==> src/rtl/mem_copy_initiator.sv <==
// mem_copy_initiator: bus-master engine copying len 32-bit words from src_adr to dst_adr, one READ/WRITE cycle pair per word.
// Optional running checksum of the words read is enabled by defining COPY_CHECKSUM_EN.
module mem_copy_initiator #(
  parameter int LEN_W = 16,
  parameter int STEP  = 4
) (
  input  logic             clk,
  input  logic             rst_n,
  input  logic             start,
  input  logic [31:0]      src_adr,
  input  logic [31:0]      dst_adr,
  input  logic [LEN_W-1:0] len,
  output logic             busy,
  output logic             done,
  output logic             err,
  output logic [31:0]      adr,
  output logic [31:0]      d_in,
  output logic             mrd,
  output logic             mwr,
  input  logic [31:0]      d_out
`ifdef COPY_CHECKSUM_EN
  ,
  output logic [31:0]      csum
`endif
);

  localparam logic [31:0] STEP_W = 32'(STEP);

  typedef enum logic [1:0] {
    S_IDLE  = 2'd0,
    S_READ  = 2'd1,
    S_WRITE = 2'd2,
    S_DONE  = 2'd3
  } state_t;

  state_t           r_state;
  logic [31:0]      r_src_ptr;
  logic [31:0]      r_dst_ptr;
  logic [LEN_W-1:0] r_cnt;
  logic [31:0]      r_buf;
  logic [31:0]      r_adr;
  logic             r_mrd;
  logic             r_mwr;
  logic             r_busy;
  logic             r_done;
  logic             r_err;
`ifdef COPY_CHECKSUM_EN
  logic [31:0]      r_csum;
`endif

  logic w_misaligned;
  logic w_len_zero;
  logic w_last_word;

  assign w_misaligned = (src_adr[1:0] != 2'b00) || (dst_adr[1:0] != 2'b00);
  assign w_len_zero   = (len == '0);
  assign w_last_word  = (r_cnt == LEN_W'(1));

  // Every memory-side output is a register, so start never reaches adr/mrd/mwr combinationally.
  always_ff @(posedge clk or negedge rst_n) begin
    if (!rst_n) begin
      r_state   <= S_IDLE;
      r_src_ptr <= '0;
      r_dst_ptr <= '0;
      r_cnt     <= '0;
      r_buf     <= '0;
      r_adr     <= '0;
      r_mrd     <= 1'b0;
      r_mwr     <= 1'b0;
      r_busy    <= 1'b0;
      r_done    <= 1'b0;
      r_err     <= 1'b0;
`ifdef COPY_CHECKSUM_EN
      r_csum    <= '0;
`endif
    end else begin
      r_done <= 1'b0;
      case (r_state)
        S_IDLE: begin
          r_mrd <= 1'b0;
          r_mwr <= 1'b0;
          if (start) begin
            r_src_ptr <= src_adr;
            r_dst_ptr <= dst_adr;
            r_cnt     <= len;
            r_err     <= 1'b0;
            r_busy    <= 1'b1;
`ifdef COPY_CHECKSUM_EN
            r_csum    <= '0;
`endif
            if (w_misaligned) begin
              r_err   <= 1'b1;
              r_done  <= 1'b1;
              r_state <= S_DONE;
            end else if (w_len_zero) begin
              r_done  <= 1'b1;
              r_state <= S_DONE;
            end else begin
              r_adr   <= src_adr;
              r_mrd   <= 1'b1;
              r_state <= S_READ;
            end
          end
        end

        S_READ: begin
          r_buf     <= d_out;
          r_src_ptr <= r_src_ptr + STEP_W;
          r_adr     <= r_dst_ptr;
          r_mrd     <= 1'b0;
          r_mwr     <= 1'b1;
`ifdef COPY_CHECKSUM_EN
          r_csum    <= r_csum + d_out;
`endif
          r_state   <= S_WRITE;
        end

        S_WRITE: begin
          r_dst_ptr <= r_dst_ptr + STEP_W;
          r_cnt     <= r_cnt - LEN_W'(1);
          r_mwr     <= 1'b0;
          // Exit on the last word rather than at zero so a full-range count never underflows.
          if (w_last_word) begin
            r_done  <= 1'b1;
            r_state <= S_DONE;
          end else begin
            r_adr   <= r_src_ptr;
            r_mrd   <= 1'b1;
            r_state <= S_READ;
          end
        end

        S_DONE: begin
          r_busy  <= 1'b0;
          r_state <= S_IDLE;
        end

        default: begin
          r_busy  <= 1'b0;
          r_mrd   <= 1'b0;
          r_mwr   <= 1'b0;
          r_state <= S_IDLE;
        end
      endcase
    end
  end

  assign busy = r_busy;
  assign done = r_done;
  assign err  = r_err;
  assign adr  = r_adr;
  assign d_in = r_buf;
  assign mrd  = r_mrd;
  assign mwr  = r_mwr;
`ifdef COPY_CHECKSUM_EN
  assign csum = r_csum;
`endif

endmodule
==> config.mk <==
export PLATFORM = sky130hd
export DESIGN_NAME = mem_copy_initiator
export DESIGN_NICKNAME = d
export VERILOG_FILES = /design/src/rtl/mem_copy_initiator.sv
export SDC_FILE = /design/constraint.sdc
export NUM_CORES = 1
export LEC_CHECK = 0
export ABC_AREA = 1
export ABC_CLOCK_PERIOD_IN_PS = 5000
export CORE_ASPECT_RATIO = 1.5
export CORE_MARGIN = 10
export CORE_UTILIZATION = 57
export DETAILED_ROUTE_END_ITERATION = 8
export GPL_TIMING_DRIVEN = 0
export PLACE_DENSITY = 0.92
export SLEW_MARGIN = 15
export SYNTH_ARGS = -nofsm -noshare
export SYNTH_HDL_FRONTEND = slang
export SYNTH_SLANG_ARGS = --single-unit
==> constraint.sdc <==
create_clock -name clk -period 5 [get_ports clk]
set_input_delay 0.75 -clock clk [delete_from_list [all_inputs] [get_ports clk]]
set_output_delay 0.75 -clock clk [all_outputs]
set_load 0.02 [all_outputs]
* Word-level counts from Yosys, hierarchy flattened
Cells that the tools add are included.
** Word-level totals
- Bits in registers :: 151
- Word-level logic and storage cells :: 69
** Cells by class
- Add/subtract/negate cells :: 3
- Equality and inequality tests :: 8
- Multiplexer cells :: 30
- Reductions and logical operators :: 17
** Operator list (number)
- $mux W32 :: 6
- $pmux W32 S2 :: 2
- $pmux W32 S3 :: 1
- $add A32 B3 Y32 const B :: 2
- $pmux W16 S2 :: 1
- $eq A16 B1 Y1 const B :: 1
- $logic_not A16 Y1 :: 1
- $mux W16 :: 1
- $sub A16 B1 Y16 const B :: 1
- $reduce_bool A2 Y1 :: 6
- $mux W1 :: 10
- $reduce_and A2 Y1 :: 5
- $mux W2 :: 4
- $ne A2 B2 Y1 const B :: 4
- $pmux W2 S4 :: 1
- $pmux W1 S2 :: 3
- $reduce_and A5 Y1 :: 1
- $eq A2 B2 Y1 const B :: 2
- $pmux W1 S3 :: 1
- $reduce_bool A3 Y1 :: 1
- $eq A2 B1 Y1 const B :: 1
- $logic_not A2 Y1 :: 1
- $reduce_or A2 Y1 :: 1
- $logic_or A1 B1 Y1 :: 1

* Logic depth before layout (Yosys ltp)
Gate-level depths: netlist (run 1).
- Word-level depth :: 5
- Mapped depth :: 12
- Depth with buffers taken out :: 11

* Least setup slack after synthesis (run 1)
No wires, ideal clock.
- Path kind :: register -> register
- Start :: reg r_state[0]
- End :: reg r_adr[20], in the netlist adr[20]
- Data arrival time :: 1.658 ns
- Data required time :: 4.883 ns
- Setup slack :: 3.225 ns
- Cell stages (with the launch flop) :: 9
- Buffers on the path :: 2
- Path through :: dfrtp_1 > inv_1 > ha_1 > buf_2 > nand2_1 > clkbuf_1 > o221ai_1 > nand3_1 > nand2_1
** Between the ends
- Cells in the longest elaborated chain, start to end :: 3
- Elaborated cells on any way between the ends :: 10
** RTL lines
- from (decl) :: line 36 : state_t r_state;
- from (signal assigned) :: line 62 : r_state <= S_IDLE;
- from (signal assigned) :: line 94 : r_state <= S_DONE;
- from (signal assigned) :: line 97 : r_state <= S_DONE;
- $eq A2 B2 Y1 (tied with other cells) :: line 78 : case (r_state)
- $ne A2 B2 Y1 (no line) / $reduce_bool A3 Y1 (equally long branches)
- $reduce_and A5 Y1 (no line)
- to (signal assigned) :: line 99 : r_adr <= src_adr;
- to (signal assigned) :: line 109 : r_adr <= r_dst_ptr;
- to (signal assigned) :: line 127 : r_adr <= r_src_ptr;
- to (decl) :: line 41 : logic [31:0] r_adr;
Parallel ways exist; a longest one is shown, timed or not.
A chain may end at the register's enable or synchronous reset.

* Worst setup path after layout (run 1)
- Start :: reg r_state[0]
- End :: reg r_adr[25], in the netlist adr[25]
Same word-level chain as after synthesis.

==> metrics.txt, run 1 <==
Worst Setup End Kind=flip-flop; Power Density=734 mW/mm^2; worst relative slew slack=0.407; routability-driven placement congestion ratio=0.979; Area contributors post-synth=dfrtp_1 (40%), nand2_1 (22%), nor2_1 (9.1%), nand3_1 (6.8%), inv_1 (4.5%); first-pass GRT wire length=54600 um; Mapped Nets=1558; Max Cap Viol=0; final worst slack=2.45 ns; worst skew pair latency=0.44 ns; fraction of layout cells with a size suffix above 1=0.0510; # IOs=184; Power Total=0.00887 W; Worst EP arrival=2.88 ns; area leader, netlist=dfrtp_1; Setup WS pre-CTS=2.36 ns; Final nets=1761; Clock transition at path regs=0.07 ns; FF+latch count, synth=151; post-synth top area share=0.404; ant diodes=0; hold buffer count at CTS=0; CTS tree=built; CP max-delay cell=clkbuf_1; top-count cell post-synth=nand2_1; cell with the most instances on the worst path=nand2_1; vias in the first global route=10400; mean post-synth cell area=6.53 sq um; WL/cell=18.9 um; Die H=177 um; Hold Crit Class=in -> async; WL final=35100 um; FP Rows=57; ANT nets after route=0; crit-path max cell delay=0.49 ns; Resize count post-CTS=0; final HPWL from detailed placement=27000 um; period utilisation layout=0.511; drt pass-1 iters=6; CP Class=reg -> reg; Area Overhead vs Synth=29.2%; asr flop ratio synth=1.00; Post-Syn Area=0.00935 sq mm; Critical Path Fanout Max=10; Setup Skew=0.00975 ns; Synth Flop Type=dfrtp_1; Tightest Pin Transition=0.889 ns; via total after detailed routing=10600; Remaining DRCs=0; Max clock buf depth=2; Ys Warns=0; crit path time final=2.55 ns; Final Hold Viols=0; dpl cells=1823; PortBufs=183; via density per instance=5.74; initial antenna violation count=0; Synth cell types=36; GRT Total Usage=0.311; leakage power=5.72 nW; unrepaired setup endpoints after global routing=no; CTS Sinks=151; most common library cells after synthesis=nand2_1 (559), nor2_1 (226), dfrtp_1 (151); CTS buffer count=17; # setup viols final=0; DR iter-0 viols=1166; Die ar.=0.0220 sq mm; fillers=1349; Die Span X=125 um; Post-Syn Instances=1433; initial core utilization=0.578; Critical Path Source Type=flip-flop; largest net degree at the start of global routing=92; f_max=392 MHz; Worst Hold Slack=0.238 ns; total congestion overflow=0; depth of the CTS H-tree=4; status=finished clean; number of flops mapped to enable cells by yosys=0; core area=0.0162 sq mm; WP data required=5.33 ns; final slew viol count=0; setup bufs post-CTS=0; clk root buf=clkbuf_16; IR drop worst, VDD=401 uV; Critical Path, Cell by Cell=inv_1, ha_1, buf_2, nand2_1, clkbuf_1, o221ai_1, nand3_1, nand2_1; utilization after layout=0.746; Seq/Total Area, Yosys=0.404; Layout Cells excl Fill=1852
[cell families (layout without fill, tap and decap cells)]
| group | Yosys count | count (layout) | share of synthesized area |
|---|---|---|---|
| flip-flops | 151 | 151 | 0.404 |
| AO/OA/AOI/OAI | 158 | 158 | 0.102 |
| adder cells (fa/ha/maj) | 10 | 10 | 0.0134 |
| AND/OR/NAND/NOR | 935 | 935 | 0.399 |
| XOR/XNOR | 4 | 4 | 0.00375 |
| buffers and inverters | 175 | 388 | 0.0783 |
[worst paths after layout]
kind | from | to | slack (ns) | depth (start not counted)
max in group asynchronous | rst_n | r_src_ptr[3] | 3.89 | 2
worst min-delay path | rst_n | adr[10] | 0.24 | 1
min in group clk | d_in[7] | d_in[7] | 0.47 | 2
worst max-delay path | r_state[0] | adr[25] | 2.45 | 8
worst max register to register | r_state[0] | adr[25] | 2.45 | 8
worst min register to register | d_in[7] | d_in[7] | 0.47 | 2
[where the power goes]
part	internal (W)	switching (W)
sequential	0.00185	0.000545
combinational	0.00174	0.00335
clock	0.000831	0.000553
total	0.00443	0.00445
[metrics by stage]
step,area (sq um),TNS (ns)
finish,12100,0
global route,12100,0
CTS,12100,0
detailed placement,11500,0
global placement,11400,-467.51
floorplan,9350,0
[critical path: cells and delay by family (launching register included)]
kind	cells	cell delay, ns
compound gates	1	0.25
fa+ha+maj	1	0.32
buf+inv	3	0.83
flops	1	0.42
simple gates	3	0.62
[flip-flops by register name (all words and copies together), names as in the netlist]
signal and count:
r_cnt 16, done 1, err 1, d_in 32
r_dst_ptr 32, r_state 2, mrd 1, busy 1
mwr 1, r_src_ptr 32, adr 32
[area by class of cell]
class / count / area, sq um / share of cell area
multi-input cells: 1107 / 4840 / 0.401
flip-flops and latches: 151 / 3780 / 0.313
repair buffers: 184 / 1860 / 0.154
inverters: 118 / 443 / 0.0367
clock buffers: 18 / 429 / 0.0355
plain buffers: 57 / 289 / 0.0239
well taps: 206 / 258 / 0.0213
clock inverters: 11 / 178 / 0.0147
[metal layers]
metal | vias up | GRT usage | routed length (um)
met4 | 0 | 0.194 | 2220
li1 | 4964 | - | -
met3 | 158 | 0.0720 | 2970
met5 | - | 0 | 0
met1 | 4879 | 0.326 | 12400
met2 | 632 | 0.552 | 17500
[cell usage in the layout, fill, tap and decap left out, types with 5 or more instances in the layout]
| cell type | instances |
|---|---|
| nand2_1 | 559 |
| nor2_1 | 226 |
| clkdlybuf4s50_1 | 182 |
| dfrtp_1 | 151 |
| nand3_1 | 128 |
| inv_1 | 113 |
| o21ai_0 | 75 |
| buf_2 | 30 |
| o221ai_1 | 28 |
| a21oi_1 | 21 |
| clkbuf_1 | 17 |
| clkbuf_16 | 17 |
| o21ai_1 | 10 |
| ha_1 | 10 |
| nand4_1 | 6 |
| o22ai_1 | 5 |
| buf_1 | 5 |
| inv_2 | 5 |
| nor2_2 | 5 |
(Power assumes the default switching activity.)
==> inputs of run 2 (changes only) <==
- ABC_CLOCK_PERIOD_IN_PS: 5000 -> 2500
- CORE_UTILIZATION: 57 -> 53
- PLACE_DENSITY: 0.92 -> 0.87
- clock period: 5 -> 2.5 ns (I/O delays scaled with it)
==> run 2 against run 1 <==
  * Sequential share of layout area about the same
  * Via count is 1.3% lower
  * Clock-buffer cell count grew 1
  * Utilization fell by 5.0 points
  * Worst hold slack better by 0.20 ns
  * Flip-flop and latch count did not move
  * Design area hardly changed
  * Total power rose by 98%
  * Cell count is 0.59% higher
  * Fmax rose by 3.8%
  * Combinational power rose by 100%
  * Highest routed layer unchanged
==> metrics.txt, run 2 (synthesized netlist as in run 1, its figures left out) <==
Setup WS pre-CTS=0.138 ns (was 2.36 ns); initial antenna violation count=1 (was 0); Die ar.=0.0235 sq mm (was 0.0220 sq mm); IR drop worst, VDD=838 uV (was 401 uV); Area Overhead vs Synth=29.1% (was 29.2%); core area=0.0173 sq mm (was 0.0162 sq mm); Final nets=1762 (was 1761); PortBufs=183 (unchanged); Die Span X=128 um (was 125 um); # setup viols final=0 (unchanged); fraction of layout cells with a size suffix above 1=0.0527 (was 0.0510); first-pass GRT wire length=55400 um (was 54600 um); CTS buffer count=17 (unchanged); Hold Crit Class=in -> async (unchanged); initial core utilization=0.539 (was 0.578); switching share of power=0.506 (was 0.501); Buf/Inv on CP=3 (unchanged); Worst Setup End Kind=flip-flop (unchanged); setup bufs post-CTS=0 (unchanged); final HPWL from detailed placement=27500 um (was 27000 um); final worst slack=0.0398 ns (was 2.45 ns); worst relative slew slack=0.419 (was 0.407); DR iter-0 viols=1166 (unchanged); Max Cap Viol=0 (unchanged); via total after detailed routing=10500 (was 10600); Max clock buf depth=2 (unchanged); CTS tree=built (unchanged); Worst EP arrival=2.83 ns (was 2.88 ns); combinational share of power=0.579 (was 0.574); worst reg2reg endpoint=adr[12] (was adr[25]); f_max=406 MHz (was 392 MHz); critical path depth in cells=8 (unchanged); routability-driven placement congestion ratio=0.993 (was 0.979); Setup Skew=0.00921 ns (was 0.00975 ns); crit path launch=r_state[0] (unchanged); Worst path top cell family by delay=buffers and inverters (unchanged); Sequential Power Share=0.272 (was 0.270); leakage power=5.71 nW (was 5.72 nW); final slew viol count=0 (unchanged); WP data required=2.87 ns (was 5.33 ns); # IOs=184 (unchanged); drt pass-1 iters=6 (unchanged); end of the critical path=adr[12] (was adr[25]); Tightest Pin Transition=0.872 ns (was 0.889 ns); crit-path max cell delay=0.42 ns (was 0.49 ns); worst skew pair latency=0.44 ns (about the same); Power Density=1450 mW/mm^2 (was 734 mW/mm^2); worst reg2reg path depth=8 (unchanged); Clock transition at path regs=0.07 ns (about the same); design area=0.0121 sq mm (about the same); depth of the CTS H-tree=4 (unchanged); total congestion overflow=0 (unchanged); Remaining DRCs=0 (unchanged); period utilisation layout=0.984 (was 0.511); FP Rows=59 (was 57); largest net degree at the start of global routing=100 (was 92); ant diodes=0 (unchanged); Critical Path Source Type=flip-flop (unchanged); GRT Total Usage=0.299 (was 0.311); status=finished clean (unchanged); r2r setup slk=0.04 ns (was 2.45 ns); CTS Sinks=151 (unchanged); Critical Path Fanout Max=10 (unchanged); CP Class=reg -> reg (unchanged); most common cell after layout, fill and taps aside=nand2_1 (unchanged); WL final=35400 um (was 35100 um); vias in the first global route=10600 (was 10400); unrepaired setup endpoints after global routing=no (unchanged); crit path time final=2.46 ns (was 2.55 ns); most frequent cells in the layout=nand2_1 (559), nor2_1 (226), clkdlybuf4s50_1 (182) (unchanged); Die H=183 um (was 177 um); clk root buf=clkbuf_16 (unchanged); via density per instance=5.63 (was 5.74); CP max-delay cell=dfrtp_1 (was clkbuf_1); fillers=1514 (was 1349); WL/cell=19.0 um (was 18.9 um); Clk pwr share=0.149 (was 0.156); Final Hold Viols=0 (unchanged); Post-DP Area=0.0115 sq mm (about the same); internal cell power=0.00867 W (was 0.00443 W); Switch Pwr=0.00888 W (was 0.00445 W); r2r startpoint=r_state[0] (unchanged); Critical Path, Cell by Cell=inv_1, ha_1, buf_2, nand2_1, buf_2, o221ai_1, nand3_1, nand2_1 (was inv_1, ha_1, buf_2, nand2_1, clkbuf_1, o221ai_1, nand3_1, nand2_1); ANT nets after route=0 (unchanged)
run 2: through the flow:
step	instances	TNS [ns]	total power (W)	hold WS [ns]	util
finish	1863	0	0.0176	0.441	0.696
global route	1863	0	0.0188	0.493	0.696
CTS	1863	0	0.0174	0.456	0.696
detailed placement	1830	0	0.0147	0.312	0.662
global placement	1829	-796.35	0.0145	0.453	0.660
floorplan	1433	0	0.0109	0.0794	-
run 2: what timing repair did:
item,4_1_cts,5_1_grt
endpoints found under the setup margin,0,10
endpoints found under the hold margin,52,0
hold buffers,1,0
resized for setup,0,2
run 2: area by class of cell:
type                       instances  area (sq um)  area share
buffer                            57           290      0.0240
sequential                       151          3780       0.313
clock buffer                      19           433      0.0359
inverter                         118           443      0.0367
tap                              213           267      0.0221
clock inverter                    13           148      0.0122
multi-input combinational       1107          4840       0.401
timing repair buffer             185          1870       0.155
run 2: per-layer routing:
metal,global-route usage,part of all wire,up-vias
met2,0.523,0.50,559
met4,0.188,0.062,0
met1,0.312,0.36,4818
met3,0.0682,0.079,140
li1,-,-,4980
met5,0,0,-
run 2: power by group through the flow:
stage	Clock (W)	Combinational, W	Sequential [W]
finish	0.00262	0.0102	0.00478
global placement	0	0.00975	0.00473
CTS	0.00261	0.0100	0.00473
floorplan	0	0.00576	0.00513
detailed placement	0	0.00996	0.00476
global route	0.00270	0.0112	0.00491
run 2: how the worst min path moves through the flow:
stage,startpoint,endpoint,depth (start not counted)
final,rst_n,adr[9],2
after global placement,d_in[19],d_in[19],2
after floorplan,rst_n,adr[0],0
after CTS,rst_n,adr[9],2
after global routing,d_in[15],d_in[15],2
after detailed placement,rst_n,adr[9],1
